$ cat src/rtl/led_pkg.sv
// Shared types and constants for the LED fade engine: default level width,
// level ceiling, and the perceptual gamma table used when LED_FADER_GAMMA_EN is defined.
package led_pkg;

  localparam int DEF_LEVEL_W = 4;
  localparam int LEVEL_MAX   = (1 << DEF_LEVEL_W) - 1;

  typedef logic [DEF_LEVEL_W-1:0] level_t;

  // Monotonic perceptual curve; endpoints map to themselves so full-on/off stay exact.
  function automatic level_t gamma(input level_t lvl);
    case (lvl)
      4'd0, 4'd1, 4'd2: gamma = 4'd0;
      4'd3, 4'd4, 4'd5: gamma = 4'd1;
      4'd6, 4'd7:       gamma = 4'd2;
      4'd8:             gamma = 4'd3;
      4'd9:             gamma = 4'd4;
      4'd10:            gamma = 4'd5;
      4'd11:            gamma = 4'd6;
      4'd12:            gamma = 4'd8;
      4'd13:            gamma = 4'd10;
      4'd14:            gamma = 4'd12;
      default:          gamma = 4'd15;
    endcase
  endfunction

endpackage

$ cat src/rtl/led_fade_channel.sv
// One LED channel: saturating brightness ramp, duty mapping and PWM comparator.
// Duty is linear unless LED_FADER_GAMMA_EN is defined, which selects the gamma table.
module led_fade_channel
  import led_pkg::*;
#(
  parameter int LEVEL_W = DEF_LEVEL_W
) (
  input  logic               clk,
  input  logic               reset,
  input  logic               step,
  input  logic               target,
  input  logic [LEVEL_W-1:0] pwm_cnt,
  output logic [LEVEL_W-1:0] level,
  output logic               led_out
);

  localparam logic [LEVEL_W-1:0] LVL_TOP = '1;

  logic [LEVEL_W-1:0] duty;

  // NOTE: level is a plain register, not a memory, so it is safe and intended
  // to clear it in the async reset branch; non-blocking keeps the update race-free.
  always_ff @(posedge clk or posedge reset) begin
    if (reset) begin
      level <= '0;
    end else if (step) begin
      if (target && level != LVL_TOP)
        level <= level + 1'b1;
      else if (!target && level != '0)
        level <= level - 1'b1;
    end
  end

`ifdef LED_FADER_GAMMA_EN
  if (LEVEL_W != 4) begin : g_bad_width
    $error("led_fade_channel: LED_FADER_GAMMA_EN requires LEVEL_W == 4");
  end
  assign duty = LEVEL_W'(gamma(level_t'(level)));
`else
  assign duty = level;
`endif

  always_ff @(posedge clk or posedge reset) begin
    if (reset) led_out <= 1'b0;
    else       led_out <= (duty > pwm_cnt);
  end

endmodule

$ cat src/rtl/led_fader.sv
// Per-LED PWM fade engine: shared step prescaler and PWM counter, N_LEDS fade channels
// and a registered busy flag. Optional gamma duty mapping via LED_FADER_GAMMA_EN.
module led_fader
  import led_pkg::*;
#(
  parameter int N_LEDS   = 26,
  parameter int LEVEL_W  = DEF_LEVEL_W,
  parameter int STEP_DIV = 50000
) (
  input  logic              clk,
  input  logic              reset,
  input  logic [N_LEDS-1:0] pattern_in,
  input  logic              hold,
  output logic [N_LEDS-1:0] led_out,
  output logic              busy
);

  localparam int                 PRE_W    = $clog2(STEP_DIV);
  localparam logic [PRE_W-1:0]   PRE_LAST = PRE_W'(STEP_DIV - 1);
  // PWM period is 2^LEVEL_W-1 so the top level is a constant 1.
  localparam logic [LEVEL_W-1:0] PWM_LAST = LEVEL_W'((1 << LEVEL_W) - 2);

  logic [PRE_W-1:0]   prescaler;
  logic [LEVEL_W-1:0] pwm_cnt;
  logic               step;
  logic [LEVEL_W-1:0] level [N_LEDS];
  logic [N_LEDS-1:0]  off_target;

  assign step = (prescaler == PRE_LAST) && !hold;

  // hold freezes the prescaler at its value, so a suppressed step fires right after release.
  always_ff @(posedge clk or posedge reset) begin
    if (reset)
      prescaler <= '0;
    else if (!hold)
      prescaler <= (prescaler == PRE_LAST) ? '0 : prescaler + 1'b1;
  end

  always_ff @(posedge clk or posedge reset) begin
    if (reset) pwm_cnt <= '0;
    else       pwm_cnt <= (pwm_cnt == PWM_LAST) ? '0 : pwm_cnt + 1'b1;
  end

  for (genvar g = 0; g < N_LEDS; g++) begin : g_ch
    led_fade_channel #(
      .LEVEL_W(LEVEL_W)
    ) u_ch (
      .clk    (clk),
      .reset  (reset),
      .step   (step),
      .target (pattern_in[g]),
      .pwm_cnt(pwm_cnt),
      .level  (level[g]),
      .led_out(led_out[g])
    );
    assign off_target[g] = (level[g] != {LEVEL_W{pattern_in[g]}});
  end

  always_ff @(posedge clk or posedge reset) begin
    if (reset) busy <= 1'b0;
    else       busy <= |off_target;
  end

endmodule

$ cat config.mk
export PLATFORM = sky130hd
export DESIGN_NAME = led_fader
export DESIGN_NICKNAME = d
export VERILOG_FILES = /design/src/rtl/led_pkg.sv /design/src/rtl/led_fade_channel.sv /design/src/rtl/led_fader.sv
export SDC_FILE = /design/constraint.sdc
export NUM_CORES = 1
export LEC_CHECK = 0
export ABC_CLOCK_PERIOD_IN_PS = 11500
export CAP_MARGIN = 20
export CORE_MARGIN = 2
export CORE_UTILIZATION = 45
export CTS_BUF_LIST = sky130_fd_sc_hd__clkbuf_4
export DETAILED_ROUTE_END_ITERATION = 16
export PLACE_DENSITY_LB_ADDON = 0.1
export SLEW_MARGIN = 40
export SYNTH_ARGS = -nofsm -noshare
export SYNTH_HDL_FRONTEND = slang
export SYNTH_HIERARCHICAL = 1
export SYNTH_SLANG_ARGS = --single-unit
export TNS_END_PERCENT = 30
$ cat constraint.sdc
create_clock -name clk -period 11.5 [get_ports clk]
set_input_delay 2.3 -clock clk [delete_from_list [all_inputs] [get_ports clk]]
set_output_delay 2.3 -clock clk [all_outputs]
set_load 0.05 [all_outputs]
==> impl_metrics.env <==
export IMPL_hold_viol_final=0
export IMPL_min_path_cells=1
export IMPL_dr_first_iter_drc_count=481
export IMPL_vias_per_cell=5.41
export IMPL_synth_fp_nets=1455
export IMPL_cts_buffers=17
export IMPL_dieArea_mm2=0.0291
export IMPL_async_reset_ff_share_pct=100
export IMPL_comb_power_share_pct=9.0
export IMPL_worstSetupPathType="in -> reg"
export IMPL_ctsResizeCount=0
export IMPL_slew_headroom_pct=46.8
export IMPL_crit_path_start_kind="input pin"
export IMPL_post_cts_buffers=0
export IMPL_postCtsHoldBufs=0
export IMPL_cp_arrival_ns=5.56
export IMPL_synth_top_cell_by_area="dfrtp_1"
export IMPL_seq_power_share_pct=51.7
export IMPL_drt_pass1_iter_count=4
export IMPL_antenna_found_initial=1
export IMPL_setup_viol=0
export IMPL_synth_top_area_share_pct=30.2
export IMPL_port_buffers=55
export IMPL_post_drt_wl_per_cell_um=15.4
export IMPL_fp_coreArea_mm2=0.0271
export IMPL_cts_root_buffer="clkbuf_4"
export IMPL_worstReg2RegStart="prescaler[5]$_DFFE_PP0N_"
export IMPL_worst_clock_skew_ns=0.0215
export IMPL_die_w_um=171
export IMPL_intPower_mw=0.780
export IMPL_place_area_mm2=0.0135
export IMPL_reg2regPathDepth=7
export IMPL_clk_pin_slew_worst_paths_ns=0.14
export IMPL_ys_top_cells_by_area="dfrtp_1 30%, ha_1 16%, mux2i_1 8.4%"
export IMPL_critical_path_cell_chain="clkdlybuf4s50_1 -> nand4b_1 -> nor4_4 -> buf_4 -> buf_4 -> o21ai_2 -> a21oi_2 -> mux2_1"
export IMPL_grt_pass1_wl_um=44600
export IMPL_cp_end_kind="flop"
export IMPL_crit_fanout=59
export IMPL_period_minus_slack_ns=5.11
export IMPL_tns_ns=0
export IMPL_final_nets=1535
export IMPL_drc=0
export IMPL_ys_types=37
export IMPL_place_congestion=0.788
export IMPL_dp_hpwl_um=18600
export IMPL_die_y_um=171
export IMPL_clock_sinks=151
export IMPL_p_clk_share_pct=39.3
export IMPL_min_period_over_period_pct=44.4
export IMPL_final_area_mm2=0.0139
export IMPL_status="complete, no violations"
export IMPL_hold_path_end="prescaler[13]$_DFFE_PP0N_"
export IMPL_cts_tree="yes"
export IMPL_p_sw_mw=0.285
export IMPL_grt_overflow_total=0
export IMPL_start_util_pct=46.1
export IMPL_min_path_type="reg -> reg"
export IMPL_synth_flop_cell="dfrtp_1"
export IMPL_synth_edf_count=0
export IMPL_num_vias=9248
export IMPL_clock_latency_ns=0.56
export IMPL_max_stage_delay_ns=0.69
export IMPL_syn_inst=1243
export IMPL_track_usage_pct=19.0
export IMPL_p_sw_share_pct=26.8
export IMPL_required_ns=11.95
export IMPL_yosys_warnings=6
export IMPL_syn_area_mm2=0.0125
export IMPL_ys_top_cells_by_count="157 x ha_1, 157 x inv_1, 151 x dfrtp_1"
export IMPL_power_leakage_nw=6.92
export IMPL_reg2reg_to="g_ch[14].u_ch/level[1]$_DFFE_PP0P_"
export IMPL_rsz0062_at_grt="false"
export IMPL_max_freq_mhz=196
export IMPL_worst_pin_slew_ns=0.799
export IMPL_drv_slew=0
export IMPL_cp_common_cell="buf_4"
export IMPL_synth_area_per_cell_um2=10.1
export IMPL_ant_nets=0
export IMPL_rrSetupSlack_ns=7.92
export IMPL_ys_ff_latch=151
export IMPL_grt_pass1_vias=8986
export IMPL_worst_path_max_delay_cell="buf_4"
export IMPL_ys_seq_area_share_pct=30.2
export IMPL_hold_start="prescaler[13]$_DFFE_PP0N_"
export IMPL_drt_total_wl_um=26300
export IMPL_irDropWorstVdd_mv=0.0689
export IMPL_drive_gt1_share_pct=7.26
export IMPL_cap_violations=0
export IMPL_areaGrowthSynthToFinish_pct=11.4
export IMPL_powerDensity_mw_per_mm2=76.5
export IMPL_ctsLongestPathBuffers=2
export IMPL_pin_count=56
export IMPL_placement_rows=60
export IMPL_grt_max_degree=60
export IMPL_cts_max_level=4
==> through the flow <==
stage | cells | util [%] | hold slack [ns] | setup slack, ns | total power, mW
finish | 1710 | 51.4 | 0.507 | 6.39 | 1.07
global route | 1710 | 51.4 | 0.532 | 6.16 | 1.12
CTS | 1707 | 51.3 | 0.504 | 5.99 | 1.09
detailed placement | 1675 | 50.0 | 0.481 | 5.39 | 0.658
global placement | 1675 | 50.0 | 0.482 | 5.47 | 0.656
floorplan | 1243 | - | 0.449 | 4.70 | 0.622
==> layout by cell type, fill, tap and decap left out, types with 7 or more instances in the layout <==
cell	synthesis	final
fa_1	26	26
nor2_1	32	32
o21ai_2	26	26
xnor2_1	31	31
nand3_1	30	30
or4_1	26	26
xor2_1	33	33
nand4_1	84	84
nor3_1	29	29
a22oi_1	26	26
nor3b_1	26	26
inv_1	157	156
a21oi_1	27	27
o21a_1	78	78
clkbuf_4	0	18
dfrtp_1	151	150
a21oi_2	26	26
nand2_1	40	40
ha_1	157	157
a21o_1	28	28
buf_4	0	7
nor2b_1	27	27
mux2_1	52	52
mux2i_1	105	105
clkdlybuf4s50_1	0	54
==> routing by layer <==
metal	wire length [µm]	track usage, %	vias to the layer above
met2	12200	31.6	83
met4	233	3.60	0
li1	-	-	4691
met5	0	0	-
met1	13300	26.3	4463
met3	548	2.91	11
==> power groups by stage <==
stage               clock [mW]  sequential, mW  combinational [mW]
floorplan                    0           0.557              0.0651
global placement             0           0.560              0.0962
detailed placement           0           0.560              0.0979
CTS                      0.436           0.551              0.0982
global route             0.457           0.552               0.110
finish                   0.418           0.551              0.0961
==> layout make-up <==
class                   count  area [µm²]
fillers                  2471       13200
multi-input cells         935        8130
flip-flops and latches    151        3780
repair buffers             61         593
inverters                 157         589
well taps                 372         465
clock inverters            14         221
clock buffers              18         135
diodes                      2        5.00
==> worst max path at each step <==
stage / from / endpoint / depth (start not counted)
after floorplan: hold / g_ch[0].u_ch/level[1]$_DFFE_PP0P_ / 5
after global routing: hold / g_ch[1].u_ch/level[1]$_DFFE_PP0P_ / 8
final: hold / g_ch[14].u_ch/level[1]$_DFFE_PP0P_ / 8
after global placement: hold / g_ch[4].u_ch/level[1]$_DFFE_PP0P_ / 8
after CTS: hold / g_ch[14].u_ch/level[1]$_DFFE_PP0P_ / 8
after detailed placement: hold / g_ch[7].u_ch/level[2]$_DFFE_PP0P_ / 8
==> state kept, by name, summed over array words and instances (netlist names) <==
name               count
g_ch.u_ch/led_out     26
g_ch.u_ch/level      104
busy                   1
pwm_cnt                4
prescaler             16
==> critical path, delay by kind of cell <==
family / cells / cell delay, ns
and+or+nand+nor: 2 / 0.76
buffers and inverters: 3 / 1.75
muxes: 1 / 0.35
AOI/OAI and AO/OA: 2 / 0.34
==> cell families (layout without fill, tap and decap cells) <==
group	Yosys count	in the layout	synth area share [%]
fa+ha+maj	183	183	19.9
buf+inv	157	250	4.72
other cells	0	2	0
flops	151	151	30.2
compound gates	218	218	13.0
mux	157	157	13.1
xor+xnor	64	64	4.49
simple gates	313	313	14.6
Note: power is estimated with default switching activity, not from simulation.
